===== config.mk =====
export PLATFORM = sky130hd
export DESIGN_NAME = debug_ctrl
export DESIGN_NICKNAME = d
export VERILOG_FILES = /design/src/rtl/debug_ctrl.sv
export SDC_FILE = /design/constraint.sdc
export NUM_CORES = 1
export LEC_CHECK = 0
export CORE_MARGIN = 2
export CORE_UTILIZATION = 53
export CTS_BUF_LIST = sky130_fd_sc_hd__clkbuf_2
export DETAILED_ROUTE_END_ITERATION = 6
export PLACE_DENSITY_LB_ADDON = 0.12
export SYNTH_ARGS = -nofsm -noshare
export SYNTH_HDL_FRONTEND = slang
export SYNTH_SLANG_ARGS = --single-unit

===== constraint.sdc =====
create_clock -name clk -period 2.5 [get_ports clk]
set_input_delay 0.25 -clock clk [delete_from_list [all_inputs] [get_ports clk]]
set_output_delay 0.25 -clock clk [all_outputs]
set_load 0.01 [all_outputs]

===== src/rtl/debug_ctrl.sv =====
// Single-step / run-mode clock controller for a CPU debug board: conditions the
// raw buttons and switch, then issues fixed-length cpu_clk pulses on request.
module debug_ctrl #(
    parameter int DEBOUNCE_CYCLES = 1000000,
    parameter int PULSE_LEN       = 4,
    parameter int RUN_PERIOD      = 50000000
) (
    input  logic        clk,
    input  logic        rst,
    input  logic        btn_step,
    input  logic        btn_sel,
    input  logic        sw_run,
    output logic        cpu_clk,
    output logic [3:0]  led_mux_sel,
    output logic [15:0] step_count,
    output logic        busy
);

    localparam int DW = $clog2(DEBOUNCE_CYCLES + 1);
    localparam int PW = $clog2(PULSE_LEN + 1);
    localparam int RW = $clog2(RUN_PERIOD + 1);

    localparam logic [DW-1:0] DB_LAST    = DW'(DEBOUNCE_CYCLES - 1);
    localparam logic [PW-1:0] PHASE_LAST = PW'(PULSE_LEN - 1);
    localparam logic [RW-1:0] RUN_LAST   = RW'(RUN_PERIOD - 1);

    localparam int N_IN     = 3;
    localparam int IDX_STEP = 0;
    localparam int IDX_SEL  = 1;
    localparam int IDX_RUN  = 2;

    typedef enum logic [1:0] {
        IDLE,
        HIGH,
        LOW
    } step_state_t;

    logic [N_IN-1:0] raw;
    logic [N_IN-1:0] sync_q1;
    logic [N_IN-1:0] sync_q2;
    logic [N_IN-1:0] deb;
    logic [N_IN-1:0] deb_q;
    logic [DW-1:0]   db_cnt [N_IN];

    logic            step_rise;
    logic            sel_rise;
    logic            run_mode;
    logic            run_tick;
    logic            step_req;
    logic [RW-1:0]   run_cnt;

    step_state_t     state;
    step_state_t     next_state;
    logic [PW-1:0]   phase;
    logic            phase_done;
    logic            start;

    assign raw = {sw_run, btn_sel, btn_step};

    // Each input: two-flop synchronizer, then a stability counter that must see
    // DEBOUNCE_CYCLES consecutive disagreeing samples before the level flips.
    // NOTE: sequential state uses <= so every flop samples pre-edge values; a
    // blocking = here would let sync_q2 see this cycle's sync_q1 and collapse
    // the synchronizer to one stage.
    always_ff @(posedge clk) begin
        if (!rst) begin
            sync_q1 <= '0;
            sync_q2 <= '0;
            deb     <= '0;
            deb_q   <= '0;
            for (int i = 0; i < N_IN; i++) begin
                db_cnt[i] <= '0;
            end
        end else begin
            sync_q1 <= raw;
            sync_q2 <= sync_q1;
            deb_q   <= deb;
            for (int i = 0; i < N_IN; i++) begin
                if (sync_q2[i] != deb[i]) begin
                    if (db_cnt[i] == DB_LAST) begin
                        deb[i]    <= ~deb[i];
                        db_cnt[i] <= '0;
                    end else begin
                        db_cnt[i] <= db_cnt[i] + DW'(1);
                    end
                end else begin
                    db_cnt[i] <= '0;
                end
            end
        end
    end

    assign step_rise = deb[IDX_STEP] & ~deb_q[IDX_STEP];
    assign sel_rise  = deb[IDX_SEL]  & ~deb_q[IDX_SEL];
    assign run_mode  = deb[IDX_RUN];

    // Free-running period counter; held at zero outside run mode so every entry
    // into run mode waits a full period before the first automatic step.
    always_ff @(posedge clk) begin
        if (!rst || !run_mode) begin
            run_cnt <= '0;
        end else if (run_cnt == RUN_LAST) begin
            run_cnt <= '0;
        end else begin
            run_cnt <= run_cnt + RW'(1);
        end
    end

    assign run_tick = run_mode && (run_cnt == RUN_LAST);
    assign step_req = run_mode ? run_tick : step_rise;

    assign phase_done = (phase == PHASE_LAST);

    // NOTE: next_state and start get defaults before the case, so no path
    // leaves them unassigned and no latch is inferred.
    always_comb begin
        next_state = state;
        start      = 1'b0;
        case (state)
            IDLE: begin
                if (step_req) begin
                    next_state = HIGH;
                    start      = 1'b1;
                end
            end
            HIGH: begin
                if (phase_done) begin
                    next_state = LOW;
                end
            end
            LOW: begin
                if (phase_done) begin
                    next_state = IDLE;
                end
            end
            default: next_state = IDLE;
        endcase
    end

    // Outputs are registered from next_state so they change on the same edge
    // as the state register; requests arriving outside IDLE simply vanish.
    always_ff @(posedge clk) begin
        if (!rst) begin
            state       <= IDLE;
            phase       <= '0;
            cpu_clk     <= 1'b0;
            busy        <= 1'b0;
            step_count  <= '0;
            led_mux_sel <= '0;
        end else begin
            state   <= next_state;
            cpu_clk <= (next_state == HIGH);
            busy    <= (next_state != IDLE);
            if (next_state != state || state == IDLE) begin
                phase <= '0;
            end else begin
                phase <= phase + PW'(1);
            end
            if (start) begin
                step_count <= step_count + 16'd1;
            end
            if (sel_rise) begin
                led_mux_sel <= led_mux_sel + 4'd1;
            end
        end
    end

endmodule


==> impl_metrics.ini <==
[status]
status = completed

[timing]
setup_violations = 0
holdWs_ns = 0.1504
finalMaxSlewViolations = 0
max_freq_mhz = 458.9
relSlewSlack_pct = 56.59
fin_crit_sh_pct = 87.16
fin_ws_ns = 0.3211
tightestPinTransition_ns = 0.6452
period_needed_ns = 2.179
skew_ns = 0.02363
setup_tns_ns = 0
hold_viol_final = 0
rsz0062_at_grt = no

[clock_network]
clk_path_buf_depth = 2
clock-sinks = 124
htree_levels = 4
cts_resized = 0
postCtsHoldBufs = 1
cts_buffers = 17
cts_tree = yes
cts_setup_buffers = 0
clock_latency_ns = 0.70
clk_pin_slew_ns = 0.18
clockRootBuffer = clkbuf_2

[power_and_ir_drop]
fin_total_pwr_mw = 3.728
powerDensity_nw_per_um2 = 520.5
leakage_nw = 2.445
worst_ir_drop_vdd_mv = 0.6125

[place]
place.detailed.hpwl_um = 7755
dp_slack_ns = 0.3279
routabilityCongestion = 0.8473
portBuffers = 26
postPlaceCellArea_um2 = 6890

[floorplan]
die_h_um = 112.6
boundaryPins = 27
die_w_um = 112.6
fp-row-count = 39
die-area_um2 = 12680
start_util_pct = 54.52
coreArea_um2 = 11470

[synthesis]
synth_top_cells_by_count = 111 x nor2_1, 64 x dfxtp_1, 60 x edfxtp_1
synth_top_area_share_pct = 28.82
ys_warn_count = 0
netlist_instances = 645
synth_edf_count = 60
synth_seq_cells = 124
synth_area_leaders = edfxtp_1 29%, dfxtp_1 20%, nor2_1 6.7%
async_flop_share_pct = 0
yosys.area.top_type = edfxtp_1
netlist_area_um2 = 6252
synth_most_common_cell = nor2_1
ys_types = 47
ys.flop_type = dfxtp_1
yosysSeqAreaShare_pct = 49.31
syn_avg_cell_area_um2 = 9.693

[min_path]
hold_path_end = sync_q1[2]
hold_class = in2reg
min_path_cells = 2
hp-start = sw_run

[global_route]
grt_use_total_pct = 18.64
globalRouteOverflowTotal = 0
grt_pass1_vias = 4485
grt_max_degree = 32
grt_pass1_wl_um = 19240
antenna_found_initial = 0

[route]
antenna_left = 0
dr.pass1.iters = 4
drt_iter0_drc = 281
wl_per_cell_um = 12.21
viasPerCell = 5.151
vias = 4605
finalWirelength_um = 10920
drc = 0

[worst_setup_path]
timing.rr.end = step_count[9]
critPathKind = reg2reg
r2r_slack_ns = 0.32
worstRegToRegCells = 5
reg2reg_from = run_cnt[0]
worstPathRequired_ns = 3.14
crit_arrival_ns = 2.82
setup.worst_path.start_class = flop
cp_max_fo = 16
crit_path_end_kind = flop

[final_layout]
layout-drive-gt1-share_pct = 7.723
diodes = 0
design_area_um2 = 7163
area_growth_syn_to_layout_pct = 14.57
nFillCells = 980
nets = 751

[run]
maxCapViolations = 0
-- final cells by class --
type                    count  area, µm²  share of cell area, %
repair buffers             41      370.4                  5.170
clock inverters            14      172.7                  2.410
inverters                  14      52.55                 0.7336
clock buffers              18      90.09                  1.258
well taps                 143      178.9                  2.498
multi-input cells         540       3216                  44.89
flip-flops and latches    124       3083                  43.04
-- layer usage --
layer	vias up	track usage [%]	wire [µm]	part of all wire (%)
met5	-	0	0	0
met4	0	7.561	172	1.6
met3	22	5.400	306	2.8
met2	47	32.81	5461	50
met1	2145	21.21	4974	46
li1	2391	-	-	-
-- stage by stage --
stage | instances | utilization (%)
finish | 894 | 62.47
global route | 894 | 62.47
CTS | 894 | 62.47
detailed placement | 861 | 60.09
global placement | 861 | 60.09
floorplan | 704 | -
-- where the power goes --
part	internal [mW]	switching, mW	leakage (nW)
logic	0.0489	0.0651	1.14
registers	2.17	0.0468	1.14
clock network	0.650	0.743	0.170
-- logic make-up after synthesis --
kind of cell	after synthesis	synth area share (%)
compound gates	20	3.082
xor+xnor	85	11.91
fa+ha+maj	8	1.601
buf+inv	40	2.802
flops	124	49.31
mux	20	3.202
other cells	1	0.05998
simple gates	347	28.04
-- cells in the final DEF (no fill, tap or decap), types with 6 or more instances in the layout --
cell,n
nor2_1,111
nand3_1,55
conb_1,60
dfxtp_1,64
xnor2_1,43
clkinv_2,6
ha_1,8
nor2b_1,8
buf_4,14
mux2i_1,20
clkbuf_2,18
nor3_1,16
nand4_1,24
nand2b_1,15
inv_1,14
edfxtp_1,60
clkdlybuf4s50_1,25
and2_1,13
nand2_1,45
and4_1,6
xor2_1,42
and3_1,14
nor4_1,13
-- worst max-delay path, stage by stage (launching register included) --
cell,delay (ns)
dfxtp_1,0.40
ha_1,0.21
nand4_1,0.19
or4_4,0.72
o41ai_2,0.39
mux2i_1,0.22
-- flip-flops by register name (all words and copies together) (netlist names), 3 cells and up --
register,count
db_cnt,60
deb,3
led_mux_sel,4
phase,3
run_cnt,26
step_count,16
sync_q1,3
sync_q2,3
-- worst max path at each step --
stage / slack [ns] / to / start
after floorplan: 0.48 / step_count[15] / run_cnt[0]
after global placement: 0.36 / db_cnt[2][16] / db_cnt[2][10]
after detailed placement: 0.33 / db_cnt[2][18] / db_cnt[2][10]
after CTS: 0.30 / db_cnt[2][16] / db_cnt[2][10]
after global routing: 0.19 / db_cnt[2][10] / db_cnt[2][7]
final: 0.32 / step_count[9] / run_cnt[0]
No activity file was read; power rests on OpenSTA's default activity.
==> patch 1, RTL diff (config.mk and constraints unchanged) <==
Set the parameter `RUN_PERIOD` to 25000000 (it was 50000000).
--- a/src/rtl/debug_ctrl.sv
+++ b/src/rtl/debug_ctrl.sv
@@ -4,5 +4,5 @@
     parameter int DEBOUNCE_CYCLES = 1000000,
     parameter int PULSE_LEN       = 4,
-    parameter int RUN_PERIOD      = 50000000
+    parameter int RUN_PERIOD      = 25000000
 ) (
     input  logic        clk,
Formal check against the unedited RTL: no difference found for any inputs over 10 cycles, from zero or initial values and one cycle with rst low; that may be too few to reach the edited logic, so the function may still have changed.
==> patch 1 against the unedited design <==
Power fell by 2.1%. Clock power fell by 4%. Setup slack worse by 0.12 ns. Wire length fell by 3.9%. Synthesized cell count shrank 6.4%. Non-clock buffer count decreased by 2. Sequential share of layout area up 2.1 points. Core utilization rose by 0.36 points. Maximum frequency fell by 5.2%. Design area decreased by 5.3%. Synthesized area shrank 6.8%. Sequential cell count decreased by 1.
==> patch 1: results (changes against the unedited design) <==
Clock Latency Late Sink: 0.68 ns (was 0.70 ns)
Source of the critical timing path: db_cnt[2][0] (was run_cnt[0])
Unique masters post-synth: 37 (was 47)
DRT Pass-1 Iters: 5 (was 4)
Final Net Count: 713 (was 751)
P_leak: 2.333 nW (was 2.445 nW)
Worst EP arrival: 2.74 ns (was 2.82 ns)
Maximum VDD drop: 419.2 µV (was 612.5 µV)
Slew @ Worst Pin: 0.6891 ns (was 0.6452 ns)
Outcome: finished clean (unchanged)
First-pass GRT wire length: 17.88 mm (was 19.24 mm)
DR WL/cell: 12.30 µm (was 12.21 µm)
Layout fillers: 889 (was 980)
GRT met2 Usage: 0.3179 (was 0.3281)
Reg2Reg Depth: 8 (was 5)
Pre-CTS setup slack: 0.1638 ns (was 0.3279 ns)
Grt met1 use: 0.2319 (was 0.2121)
Post-Route Skew: 0.01852 ns (was 0.02363 ns)
Worst path max stage delay: 0.44 ns (was 0.72 ns)
RD Place Congestion: 0.7950 (was 0.8473)
Biggest registers after layout: db_cnt (60), run_cnt (25), step_count (16) (was db_cnt (60), run_cnt (26), step_count (16))
DP HPWL: 7.245 mm (was 7.755 mm)
Vias per cell: 5.087 (was 5.151)
Layout cells sized above 1: 0.06872 (was 0.07723)
Min-delay src: sw_run (unchanged)
Total GRT Usage: 0.1909 (was 0.1864)
Seq/Total Area, Yosys: 0.5257 (was 0.4931)
Top cells by area, synth: edfxtp_1 (31%), dfxtp_1 (22%), nor2_1 (7.7%) (was edfxtp_1 (29%), dfxtp_1 (20%), nor2_1 (6.7%))
Number of global-route vias before repair: 4209 (was 4485)
Largest net degree at the start of global routing: 30 (was 32)
Most frequent cells after synthesis: nor2_1 (119), dfxtp_1 (63), edfxtp_1 (60) (was nor2_1 (111), dfxtp_1 (64), edfxtp_1 (60))
M3 GR Usage: 0.06396 (was 0.05400)
Placed Instance Area: 6520 µm² (was 6890 µm²)
Slowest stage cell, crit path: edfxtp_1 (was or4_4)
## patch 1: logic make-up (layout without fill, tap and decap cells)
kind of cell / Yosys count / after routing / share of synthesized area
buffers and inverters: 35 / 85 / 0.02298
multiplexers: 5 / 5 / 0.008590
AND/OR/NAND/NOR: 311 / 311 / 0.2643
other: 1 / 60 / 0.0006436
adder cells (fa/ha/maj): 8 / 8 / 0.01718
AO/OA/AOI/OAI: 36 / 36 / 0.03286
XOR/XNOR: 85 / 85 / 0.1278
flip-flops: 123 / 123 / 0.5257
## patch 1: per-layer routing
metal	share of wire	vias to the layer above	wire length, µm
met1	0.46	2022	4865
met5	0	-	0
met2	0.49	62	5140
met4	0.0096	0	101
li1	-	2244	-
met3	0.036	11	382
## patch 1: repair_timing
item	in CTS	in global routing
endpoints found under the hold margin	0	0
gates resized for setup	0	1
setup endpoints to repair	0	12
## patch 1: path summary, 6_finish.rpt
check             endpoint  slack (ns)
min reg2reg       phase[0]        0.44
max reg2reg  db_cnt[2][14]        0.20
max          db_cnt[2][14]        0.20
min             sync_q1[2]        0.13
## patch 1: cell type report
class | instances | area share
clock inverter | 14 | 0.02491
tap | 140 | 0.02584
multi-input combinational | 505 | 0.4218
clock buffer | 18 | 0.01329
sequential | 123 | 0.4517
timing repair buffer | 39 | 0.05462
inverter | 14 | 0.007751
## patch 1: per-stage QoR
step / std cells / util
6_report: 853 / 0.6282
5_1_grt: 853 / 0.6282
2_1_floorplan: 663 / -
3_5_place_dp: 821 / 0.6041
4_1_cts: 853 / 0.6281
3_3_place_gp: 821 / 0.6041
## patch 1: where the power goes
part	switching, mW	internal (mW)
Combinational	0.0600	0.0458
Clock	0.768	0.569
Sequential	0.0492	2.16
Total	0.877	2.77
## patch 1: worst max-delay path: cells and delay by family, from the launching register on
kind | cells | cell delay, ns
adder cells (fa/ha/maj) | 1 | 0.22
AND/OR/NAND/NOR | 5 | 1.06
buffers and inverters | 2 | 0.36
flip-flops | 1 | 0.44
==> patch 2, RTL diff (same flow settings) <==
Without the edit above. The 3 states of `step_state_t` get a one-hot encoding in 3 bits.
--- a/src/rtl/debug_ctrl.sv
+++ b/src/rtl/debug_ctrl.sv
@@ -30,8 +30,8 @@
     localparam int IDX_RUN  = 2;
 
-    typedef enum logic [1:0] {
-        IDLE,
-        HIGH,
-        LOW
+    typedef enum logic [2:0] {
+        IDLE = 3'b001,
+        HIGH = 3'b010,
+        LOW  = 3'b100
     } step_state_t;
 
Formal check against the unedited RTL: no difference found for any inputs over 10 cycles, from zero or initial values and one cycle with rst low; not proved beyond that.
==> patch 2 against the unedited design <==
Synthesized area shrank 4.4%. Wire length shrank 0.55%. Setup slack lost 0.11 ns. Sequential cell count grew 1. Count of clock-buffer cells in the layout grew 4. Non-clock buffer count shrank 6. Design area shrank 4.1%. Worst hold slack gained 0.0044 ns. Power shrank 0.72%. Critical path type unchanged. Critical endpoint is now step_count[6]. Largest cell class is now sequential cells.
==> patch 2: results (changes against the unedited design) <==
Post_cts resized: 0 (unchanged)
Min-delay src: btn_sel (was sw_run)
RD Place Congestion: 0.8091 (was 0.8473)
Ys Warns: 0 (unchanged)
Maximum VDD drop: 462.3 µV (was 612.5 µV)
DP HPWL: 7.492 mm (was 7.755 mm)
Unique masters post-synth: 42 (was 47)
Most frequent cells after synthesis: nor2_1 (116), dfxtp_1 (65), edfxtp_1 (60) (was nor2_1 (111), dfxtp_1 (64), edfxtp_1 (60))
1st-iter DRT viols: 319 (was 281)
CP Max Fanout: 31 (was 16)
Hold WS: 0.1549 ns (was 0.1504 ns)
DRT Pass-1 Iters: 5 (was 4)
Slew @ Worst Pin: 0.6563 ns (was 0.6452 ns)
Largest net degree at the start of global routing: 32 (unchanged)
Total GRT Usage: 0.1954 (was 0.1864)
Worst EP arrival: 2.90 ns (was 2.82 ns)
Post-Route Skew: 0.03049 ns (was 0.02363 ns)
Postcts setup bufs: 0 (unchanged)
P_leak: 2.337 nW (was 2.445 nW)
Layout cells sized above 1: 0.06425 (was 0.07723)
Seq/Total Area, Yosys: 0.5192 (was 0.4931)
Outcome: finished clean (unchanged)
Vias per cell: 5.269 (was 5.151)
DR WL/cell: 12.68 µm (was 12.21 µm)
Placed Instance Area: 6618 µm² (was 6890 µm²)
RR Startpoint: run_cnt[8] (was run_cnt[0])
R2r setup slk: 0.21 ns (was 0.32 ns)
patch 2: critical path: stages (launching register included):
cell and delay, ns:
dfxtp_1 0.38, or4b_1 0.57, nor4_4 0.27, a31oi_2 0.11
buf_4 0.23, or4_1 0.51, a21oi_1 0.14
patch 2: metal layers:
layer | global-route usage | routed length (µm) | vias up
li1 | - | - | 2284
met1 | 0.2405 | 5010 | 2136
met2 | 0.3111 | 5308 | 79
met3 | 0.07055 | 405 | 11
met4 | 0.08125 | 131 | 0
met5 | 0 | 0 | -
patch 2: cell families (layout without fill, tap and decap cells):
logic type      after synthesis  after routing  share of synthesized area
simple gates                316            316                     0.2703
flops                       125            125                     0.5192
xor+xnor                     84             84                     0.1231
compound gates               37             37                    0.03789
buf+inv                      37             81                    0.02386
fa+ha+maj                     8              8                    0.01675
mux                           5              5                   0.008374
other cells                   1             60                  0.0006274
patch 2: area by class of cell:
type                    instances  area [µm²]
clock buffers                  22       110.1
fillers                       926        4063
inverters                      14       52.55
well taps                     140       175.2
multi-input cells             510        2959
repair buffers                 35       327.8
clock inverters                10       145.1
flip-flops and latches        125        3103
patch 2: metrics by stage:
step                worst slack [ns]  std cells  power (mW)
finish                        0.2098        856       3.701
global route                 0.06423        856       3.863
CTS                           0.1992        856       3.738
floorplan                     0.3700        672       2.346
global placement              0.2580        824       2.373
detailed placement            0.2310        824       2.378
patch 2: path summary, 6_finish.rpt:
kind,cells after the start,end
min reg2reg,1,phase[0]
max,6,step_count[6]
min,2,sync_q1[1]
max reg2reg,6,step_count[6]
patch 2: power breakdown:
group / internal [mW] / switching [mW] / leakage [nW]
clock network: 0.665 / 0.701 / 0.167
registers: 2.19 / 0.0455 / 1.14
logic: 0.0425 / 0.0581 / 1.03
total: 2.90 / 0.804 / 2.34
